**config.mk**
```make
export PLATFORM = sky130hd
export DESIGN_NAME = cache_mem_arbiter_flat
export DESIGN_NICKNAME = d
export VERILOG_FILES = /design/src/rtl/cache_mem_arbiter_if.sv /design/src/rtl/cache_mem_arbiter.sv /design/src/flat_wrapper.sv
export SDC_FILE = /design/constraint.sdc
export NUM_CORES = 1
export LEC_CHECK = 0
export CAP_MARGIN = 20
export CORE_AREA = 5 5 388 390
export CTS_CLUSTER_DIAMETER = 60
export DETAILED_ROUTE_END_ITERATION = 8
export DIE_AREA = 0 0 393 395
export HOLD_SLACK_MARGIN = 0.06
export SETUP_SLACK_MARGIN = 0.15
export SLEW_MARGIN = 30
export SYNTH_ARGS = -nofsm -noshare
export SYNTH_HDL_FRONTEND = slang
export SYNTH_SLANG_ARGS = --single-unit
```
**constraint.sdc**
```tcl
create_clock -name clk -period 20.8 [get_ports clk]
set_input_delay 4.16 -clock clk [delete_from_list [all_inputs] [get_ports clk]]
set_output_delay 4.16 -clock clk [all_outputs]
set_load 0.01 [all_outputs]
```
**src/rtl/cache_mem_arbiter_if.sv**
```systemverilog
// -----------------------------------------------------------------------------
// cache_mem_arbiter_if
//   Bundles the three handshakes around the cache/memory arbiter:
//     I-cache : i_read, i_addr            -> i_rdata, i_resp
//     D-cache : d_read, d_write, d_addr,
//               d_wdata                   -> d_rdata, d_resp
//     pmem    : pmem_read, pmem_write,
//               pmem_addr, pmem_wdata     <- pmem_rdata, pmem_resp
//   modport slave  : the arbiter (answers the caches, drives pmem)
//   modport master : the environment (caches plus physical memory)
// -----------------------------------------------------------------------------
interface cache_mem_arbiter_if #(
    parameter int ADDR_W = 32,
    parameter int LINE_W = 256,
    parameter int BEAT_W = 64
);
    logic              i_read;
    logic [ADDR_W-1:0] i_addr;
    logic [LINE_W-1:0] i_rdata;
    logic              i_resp;

    logic              d_read;
    logic              d_write;
    logic [ADDR_W-1:0] d_addr;
    logic [LINE_W-1:0] d_wdata;
    logic [LINE_W-1:0] d_rdata;
    logic              d_resp;

    logic              pmem_read;
    logic              pmem_write;
    logic [ADDR_W-1:0] pmem_addr;
    logic [BEAT_W-1:0] pmem_wdata;
    logic [BEAT_W-1:0] pmem_rdata;
    logic              pmem_resp;

    modport slave (
        input  i_read, i_addr, d_read, d_write, d_addr, d_wdata,
               pmem_rdata, pmem_resp,
        output i_rdata, i_resp, d_rdata, d_resp,
               pmem_read, pmem_write, pmem_addr, pmem_wdata
    );

    modport master (
        output i_read, i_addr, d_read, d_write, d_addr, d_wdata,
               pmem_rdata, pmem_resp,
        input  i_rdata, i_resp, d_rdata, d_resp,
               pmem_read, pmem_write, pmem_addr, pmem_wdata
    );
endinterface

```
**src/rtl/cache_mem_arbiter.sv**
```systemverilog
// -----------------------------------------------------------------------------
// cache_mem_arbiter
//   Arbitrates the I-cache line-read port and the D-cache line read/write port
//   onto one burst-based physical memory port. A line of LINE_W bits moves as
//   LINE_W/BEAT_W beats. Each finished transfer is answered with a one-cycle
//   i_resp/d_resp pulse, which the pipeline stall logic consumes.
//
//   Ports
//     clk  : clock
//     rst  : asynchronous, active-high reset
//     bus  : cache_mem_arbiter_if.slave (cache requests in, pmem burst out)
//
//   Arbitration: a lone requester is granted directly; when both caches are
//   waiting the side that was not granted last wins. last_grant resets to I,
//   so the first contention after reset goes to D. A request with both d_read
//   and d_write set is served as a writeback.
// -----------------------------------------------------------------------------
module cache_mem_arbiter #(
    parameter int ADDR_W = 32,
    parameter int LINE_W = 256,
    parameter int BEAT_W = 64
) (
    input logic                 clk,
    input logic                 rst,
    cache_mem_arbiter_if.slave  bus
);
    localparam int BEATS = LINE_W / BEAT_W;
    localparam int CNT_W = (BEATS > 1) ? $clog2(BEATS) : 1;
    localparam logic [CNT_W-1:0]  LAST_BEAT = CNT_W'(BEATS - 1);
    localparam logic [ADDR_W-1:0] LINE_MASK = ~ADDR_W'((LINE_W / 8) - 1);

    localparam logic [2:0] IDLE = 3'd0;
    localparam logic [2:0] I_RD = 3'd1;
    localparam logic [2:0] D_RD = 3'd2;
    localparam logic [2:0] D_WR = 3'd3;
    localparam logic [2:0] DONE = 3'd4;

    logic [2:0]        state;
    logic [CNT_W-1:0]  cnt;
    logic [LINE_W-1:0] line_buf;    // read fill buffer, or latched writeback line
    logic [ADDR_W-1:0] addr_q;      // line-aligned address of the current burst
    logic              grant_d_q;   // current transfer belongs to the D-cache
    logic              wr_q;        // current transfer is a writeback
    logic              last_d_q;    // most recent grant went to the D-cache

    logic              i_req;
    logic              d_req;
    logic              grant_d;
    logic [ADDR_W-1:0] req_addr;

    assign i_req    = bus.i_read;
    assign d_req    = bus.d_read | bus.d_write;
    // D wins when alone, or on contention when I was served last.
    assign grant_d  = d_req & (~i_req | ~last_d_q);
    assign req_addr = grant_d ? bus.d_addr : bus.i_addr;

    // NOTE: state registers use non-blocking assignments so every flop samples
    // the pre-edge values; blocking here would create order-dependent races.
    always_ff @(posedge clk or posedge rst) begin
        if (rst) begin
            state     <= IDLE;
            cnt       <= '0;
            // NOTE: line_buf is a flop bank, not RAM, so it takes the reset
            // like any other register; rdata must read 0 straight after reset.
            line_buf  <= '0;
            addr_q    <= '0;
            grant_d_q <= 1'b0;
            wr_q      <= 1'b0;
            last_d_q  <= 1'b0;
        end else begin
            case (state)
                IDLE: begin
                    if (i_req | d_req) begin
                        addr_q    <= req_addr & LINE_MASK;
                        grant_d_q <= grant_d;
                        wr_q      <= grant_d & bus.d_write;
                        last_d_q  <= grant_d;
                        cnt       <= '0;
                        if (grant_d && bus.d_write) begin
                            line_buf <= bus.d_wdata;
                            state    <= D_WR;
                        end else if (grant_d) begin
                            state    <= D_RD;
                        end else begin
                            state    <= I_RD;
                        end
                    end
                end

                I_RD, D_RD: begin
                    if (bus.pmem_resp) begin
                        line_buf[int'(cnt)*BEAT_W +: BEAT_W] <= bus.pmem_rdata;
                        cnt <= cnt + CNT_W'(1);
                        if (cnt == LAST_BEAT) begin
                            state <= DONE;
                        end
                    end
                end

                D_WR: begin
                    if (bus.pmem_resp) begin
                        cnt <= cnt + CNT_W'(1);
                        if (cnt == LAST_BEAT) begin
                            state <= DONE;
                        end
                    end
                end

                // One-cycle bubble: a request still held high while the
                // response pulses is not re-sampled until the next IDLE.
                DONE:    state <= IDLE;
                default: state <= IDLE;
            endcase
        end
    end

    // Outputs decode from registered state only, so an asynchronous reset
    // silences every output immediately.
    always_comb begin
        // NOTE: every output gets a default before the case so no path
        // leaves one unassigned and infers a latch.
        bus.pmem_read  = 1'b0;
        bus.pmem_write = 1'b0;
        bus.pmem_addr  = '0;
        bus.pmem_wdata = '0;
        bus.i_resp     = 1'b0;
        bus.i_rdata    = '0;
        bus.d_resp     = 1'b0;
        bus.d_rdata    = '0;
        case (state)
            I_RD, D_RD: begin
                bus.pmem_read = 1'b1;
                bus.pmem_addr = addr_q;
            end
            D_WR: begin
                bus.pmem_write = 1'b1;
                bus.pmem_addr  = addr_q;
                bus.pmem_wdata = line_buf[int'(cnt)*BEAT_W +: BEAT_W];
            end
            DONE: begin
                if (grant_d_q) begin
                    bus.d_resp = 1'b1;
                    if (!wr_q) begin
                        bus.d_rdata = line_buf;
                    end
                end else begin
                    bus.i_resp  = 1'b1;
                    bus.i_rdata = line_buf;
                end
            end
            default: ;
        endcase
    end
endmodule
```
**src/flat_wrapper.sv**
```systemverilog
// flat-port wrapper written by rule: the top's interface ports become plain ports
module cache_mem_arbiter_flat 
#(
    parameter int ADDR_W = 32,
    parameter int LINE_W = 256,
    parameter int BEAT_W = 64
)
  (clk, rst, bus_i_read, bus_i_addr, bus_d_read, bus_d_write, bus_d_addr, bus_d_wdata, bus_pmem_rdata, bus_pmem_resp, bus_i_rdata, bus_i_resp, bus_d_rdata, bus_d_resp, bus_pmem_read, bus_pmem_write, bus_pmem_addr, bus_pmem_wdata);
  cache_mem_arbiter_if #(.ADDR_W(ADDR_W), .LINE_W(LINE_W), .BEAT_W(BEAT_W)) bus_i ();
  input logic clk;
  input logic rst;
  input wire logic [$bits(bus_i.i_read)-1:0] bus_i_read;
  input wire logic [$bits(bus_i.i_addr)-1:0] bus_i_addr;
  input wire logic [$bits(bus_i.d_read)-1:0] bus_d_read;
  input wire logic [$bits(bus_i.d_write)-1:0] bus_d_write;
  input wire logic [$bits(bus_i.d_addr)-1:0] bus_d_addr;
  input wire logic [$bits(bus_i.d_wdata)-1:0] bus_d_wdata;
  input wire logic [$bits(bus_i.pmem_rdata)-1:0] bus_pmem_rdata;
  input wire logic [$bits(bus_i.pmem_resp)-1:0] bus_pmem_resp;
  output wire logic [$bits(bus_i.i_rdata)-1:0] bus_i_rdata;
  output wire logic [$bits(bus_i.i_resp)-1:0] bus_i_resp;
  output wire logic [$bits(bus_i.d_rdata)-1:0] bus_d_rdata;
  output wire logic [$bits(bus_i.d_resp)-1:0] bus_d_resp;
  output wire logic [$bits(bus_i.pmem_read)-1:0] bus_pmem_read;
  output wire logic [$bits(bus_i.pmem_write)-1:0] bus_pmem_write;
  output wire logic [$bits(bus_i.pmem_addr)-1:0] bus_pmem_addr;
  output wire logic [$bits(bus_i.pmem_wdata)-1:0] bus_pmem_wdata;
  assign bus_i.i_read = bus_i_read;
  assign bus_i.i_addr = bus_i_addr;
  assign bus_i.d_read = bus_d_read;
  assign bus_i.d_write = bus_d_write;
  assign bus_i.d_addr = bus_d_addr;
  assign bus_i.d_wdata = bus_d_wdata;
  assign bus_i.pmem_rdata = bus_pmem_rdata;
  assign bus_i.pmem_resp = bus_pmem_resp;
  assign bus_i_rdata = bus_i.i_rdata;
  assign bus_i_resp = bus_i.i_resp;
  assign bus_d_rdata = bus_i.d_rdata;
  assign bus_d_resp = bus_i.d_resp;
  assign bus_pmem_read = bus_i.pmem_read;
  assign bus_pmem_write = bus_i.pmem_write;
  assign bus_pmem_addr = bus_i.pmem_addr;
  assign bus_pmem_wdata = bus_i.pmem_wdata;
  cache_mem_arbiter #(.ADDR_W(ADDR_W), .LINE_W(LINE_W), .BEAT_W(BEAT_W)) u_core (.clk(clk), .rst(rst), .bus(bus_i));
endmodule
```
Word level (Yosys, flattened, before mapping)
Index checks and enable logic that the tools add are counted.

word-level totals
  register bits after elaboration = 290
  output and inout bits = 612
  logic and storage cells = 66

operators by class
  add/subtract/negate cells = 2
  equal/unequal tests = 10
  shifts and indexed selects = 3
  multiplexer cells = 28
  bitwise logic cells = 7
  reduce and logical (&&, ||, !) cells = 10

operator list
  kind                         number
  $mux W256                    8
  $pmux W256 S2                1
  $bwmux W256                  1
  $shift A64 B33 Y256 const A  1
  $shiftx A256 B9 Y64          1
  $shiftx A64 B33 Y256         1
  $mux W32                     2
  $mux W64                     1
  $neg A8 Y33                  1
  $mux W3                      4
  $ne A2 B1 Y1 const B         4
  $eq A3 B2 Y1 const B         2
  $mux W1                      6
  $mux W2                      3
  $pmux W3 S2                  1
  $reduce_and A3 Y1            2
  $pmux W2 S2                  1
  $reduce_and A4 Y1            1
  $reduce_bool A2 Y1           2
  $eq A3 B1 Y1 const B         1
  $eq A3 B3 Y1 const B         1
  $logic_not A3 Y1             1
  $or A1 B1 Y1                 3
  $reduce_or A3 Y1             1
  8 further kinds              10

Logic depth before layout (Yosys ltp)
  depth after elaboration = 7
  gate-level depth with buffers = 11
  gate-level depth less buffers = 6

Worst setup path after synthesis
OpenSTA, ideal clock, no wires.

  path kind = register to output
  start = register u_core.cnt[0]
  end = output port bus_pmem_wdata[44]
  arrival = 1.818 ns
  path slack = 14.822 ns
  cell stages (with the launch flop) = 5
  buffers on the path = 2
  cells stage by stage = dfrtp_1 -> clkbuf_1 -> clkbuf_1 -> mux4_2 -> nor2b_1

on the way
  word-level cells in the longest chain between the ends = 2

RTL lines
  item                    RTL line                  source
  start, declared         cache_mem_arbiter.sv:39   logic [CNT_W-1:0] cnt;
  start signal, assigned  cache_mem_arbiter.sv:93   cnt <= cnt + CNT_W'(1);
  start signal, assigned  cache_mem_arbiter.sv:102  cnt <= cnt + CNT_W'(1);
  $shiftx A256 B9 Y64     cache_mem_arbiter.sv:138  bus.pmem_wdata = line_buf[int'(cnt)*BEAT_W +: BEAT_W];
  $mux W64                cache_mem_arbiter.sv:130  case (state)
  end, declared           flat_wrapper.sv:27        output wire logic [$bits(bus_i.pmem_wdata)-1:0] bus_pmem_wdata;

No other way between the ends.

Worst setup path in the final report
  start = register u_core.state[2]
  end = output port bus_d_rdata[171]

on the way
  word-level cells in the longest chain between the ends = 2

RTL lines
  item                    RTL line                  source
  start, declared         cache_mem_arbiter.sv:38   logic [2:0] state;
  start signal, assigned  cache_mem_arbiter.sv:61   state <= IDLE;
  start signal, assigned  cache_mem_arbiter.sv:81   state <= D_WR;
  start signal, assigned  cache_mem_arbiter.sv:83   state <= D_RD;
  $eq A3 B3 Y1            cache_mem_arbiter.sv:130
  $mux W256               cache_mem_arbiter.sv:130
  end, declared           flat_wrapper.sv:22        output wire logic [$bits(bus_i.d_rdata)-1:0] bus_d_rdata;

No other way between the ends.

==> flow_metrics.py <==
metrics = {
    "status": {
        "status": "completed",
    },
    "route": {
        "dr_wl_met3_um": 12520,
        "wl_met1_um": 55480,
        "avgViaCountPerCell": 4.275,
        "ant_nets": 0,
        "vias": 22129,
        "drt_iter0_drc": 1764,
        "drc": 0,
        "dr.max_layer_used": "met5",
        "wire_per_inst_um": 26.39,
        "drt_first_pass_iters": 5,
        "routed_wl_um": 136600,
        "wl_met2_um": 62180,
    },
    "global_routing": {
        "grt_max_degree": 167,
        "grt_first_pass_wirelength_um": 185400,
        "grt_overflow_total": 0,
        "grt_antenna_before_repair": 63,
        "grt_usage": 0.1680,
        "grt_pass1_vias": 22285,
    },
    "clock_tree": {
        "cts.repair.resized": 0,
        "cts_setup_buffers": 0,
        "clk_path_buf_depth": 3,
        "hold_buffers": 0,
        "clk_pin_slew_ns": 0.06,
        "cts_tree": "built",
        "clk_latency_ns": 0.62,
        "cts_buffers": 47,
        "h-tree-depth": 2,
        "clock_sinks": 290,
        "cts-root-buf": "clkbuf_16",
    },
    "sta": {
        "period_share": 0.3972,
        "maxSlewHeadroom": 0.3656,
        "holdWs_ns": 0.5095,
        "final.min_clock_period_ns": 8.262,
        "setup_slack_ns": 12.54,
        "max_freq_ghz": 0.1210,
        "rsz0062_at_grt": "false",
        "hold_viol_final": 0,
        "skew_ns": 0.02043,
        "finalSetupViolCount": 0,
        "finalSetupTns_ns": 0,
        "tightest_slew_ns": 0.9515,
        "slew_violations": 0,
    },
    "hold_path": {
        "hold_class": "flop to flop",
        "worstHoldPathCells": 1,
        "min-delay-start": "u_core.addr_q[19]",
        "min_to": "u_core.addr_q[19]",
    },
    "yosys": {
        "synth_seq_cells": 290,
        "synth.area.top_cells": "dfrtp_1, mux2_4, and2_1",
        "synthCells": 2354,
        "async_reset_ff_frac": 1.000,
        "ys.warnings.count": 0,
        "synthFlopType": "dfrtp_1",
        "synth.top_cell.area_share": 0.3330,
        "synth-edff-count": 0,
        "avgSynthCellArea_um2": 9.256,
        "synth_common_cells": "and2_1, o21ai_0, dfrtp_1, nand2_1, mux2_4",
        "yosysTopAreaCell": "dfrtp_1",
        "synth_cell_types": 38,
        "yosysMostFrequentCell": "and2_1",
        "syn_area_um2": 21790,
        "yosysSeqAreaShare": 0.3330,
    },
    "floorplanning": {
        "design.portCount": 1002,
        "initial_core_util": 0.1485,
        "die-area_um2": 155200,
        "fp.dieW_um": 393,
        "die_height_um": 395,
        "core_area_um2": 146800,
        "num_rows": 141,
    },
    "critical_path": {
        "r2r-start": "u_core.cnt[0]",
        "cp_slowest_cell": "dfrtp_4",
        "reg2reg_slack_ns": 16.30,
        "cp.arrival_ns": 4.10,
        "cp-end-kind": "output port",
        "critPathLaunchType": "flop",
        "cp_slowest_stage_delay_ns": 0.97,
        "timing_worst_setup_path_type": "flop to output port",
        "crit_path_max_fanout": 114,
        "path_cells": "and3_1, nor2b_4, buf_6, and2_1, clkdlybuf4s50_1",
        "reg2reg_depth": 8,
        "r2r_end": "u_core.line_buf[69]",
        "required_ns": 16.64,
    },
    "placement": {
        "port_buffers": 986,
        "dp_hpwl_um": 103200,
        "place_congestion": 0.8944,
        "placed_cells": 5070,
        "preCtsSetupSlack_ns": 12.88,
    },
    "final_layout": {
        "syn_to_final_growth_pct": 61.54,
        "finalNetCount": 3587,
        "stdcell_count": 5176,
        "post_route_cells_drive_above_1_share": 0.1435,
    },
    "power": {
        "peakVddDrop_mv": 0.1378,
        "powerDensity_nw_per_um2": 134.7,
        "leakagePower_nw": 13.27,
        "power_mw": 4.741,
    },
    "job": {
        "cap_violations": 0,
    },
}
[kinds of logic after synthesis]
group,count (synthesis),share of synthesized area
fa+ha+maj,5,0.002871
simple gates,936,0.2332
mux,320,0.2398
flops,290,0.3330
compound gates,554,0.1352
xor+xnor,1,0.0007467
buf+inv,247,0.05501
other cells,1,0.0001721
[power by group]
part           switching, mW  internal, mW  total, mW
Combinational           1.38          1.23       2.61
Clock                  0.330         0.523      0.854
Sequential             0.465         0.809       1.27
[routing by layer]
| metal | global-route usage | up-vias |
|---|---|---|
| met5 | 0 | - |
| met1 | 0.2086 | 11056 |
| li1 | - | 9703 |
| met3 | 0.05385 | 230 |
| met2 | 0.2673 | 1114 |
| met4 | 0.07173 | 26 |
[worst max-delay path by stage]
stage	from	endpoint	slack, ns	depth (start not counted)
2_1_floorplan	rst	u_core.addr_q[10]	8.63	1
3_3_place_gp	u_core.state[2]	bus_d_rdata[171]	12.90	5
3_5_place_dp	u_core.state[2]	bus_d_rdata[171]	12.88	5
4_1_cts	u_core.state[2]	bus_d_rdata[171]	12.17	5
5_1_grt	u_core.state[2]	bus_d_rdata[171]	12.24	5
6_report	u_core.state[2]	bus_d_rdata[171]	12.54	5
[worst max-delay path: cells and delay by family, from the launching register on]
family,cells,cell delay (ns)
flops,1,0.97
buf+inv,2,1.12
simple gates,3,1.19
[cells in the final DEF (no fill, tap or decap), types with 2 or more instances in the layout]
| master | instances |
|---|---|
| clkdlybuf4s50_1 | 986 |
| and2_1 | 539 |
| o21ai_0 | 513 |
| nand2_1 | 287 |
| dfrtp_1 | 287 |
| mux2_4 | 240 |
| mux4_2 | 64 |
| nor2b_1 | 64 |
| clkbuf_16 | 47 |
| buf_4 | 29 |
| nor2_1 | 28 |
| a221o_1 | 27 |
| diode_2 | 19 |
| mux2_2 | 16 |
| inv_6 | 9 |
| clkbuf_8 | 9 |
| bufinv_16 | 6 |
| inv_1 | 5 |
| ha_1 | 5 |
| conb_1 | 5 |
| buf_6 | 5 |
| o21a_4 | 4 |
| clkinv_2 | 4 |
| clkinv_4 | 4 |
| nor4bb_4 | 3 |
| nand3_1 | 3 |
| clkbuf_1 | 3 |
| buf_16 | 3 |
| buf_12 | 3 |
| dfrtp_4 | 3 |
| nor3_1 | 2 |
| nand2b_1 | 2 |
| inv_8 | 2 |
| a21oi_1 | 2 |
[registers in the layout, summed over array words and instances (netlist names)]
| signal | cells |
|---|---|
| u_core.grant_d_q | 1 |
| u_core.cnt | 2 |
| u_core.state | 3 |
| u_core.addr_q | 27 |
| u_core.wr_q | 1 |
| u_core.line_buf | 256 |
[metrics by stage]
stage | util | cell area [um^2]
floorplan | - | 21800
global placement | 0.2273 | 33370
detailed placement | 0.2276 | 33410
CTS | 0.2389 | 35060
global route | 0.2396 | 35180
finish | 0.2398 | 35200
[final cells by class]
type                            instances  area, um^2
Clock buffer                           59        1311
Tap cell                             1930        2415
Fill cell                           15854      111600
Antenna cell                           19       47.55
Inverter                                6       30.03
Multi-Input combinational cell       1821       13510
Clock inverter                         25       332.8
Timing Repair Buffer                 1026       10290
Sequential cell                       290        7268
Power figures use the tool's default switching activity.
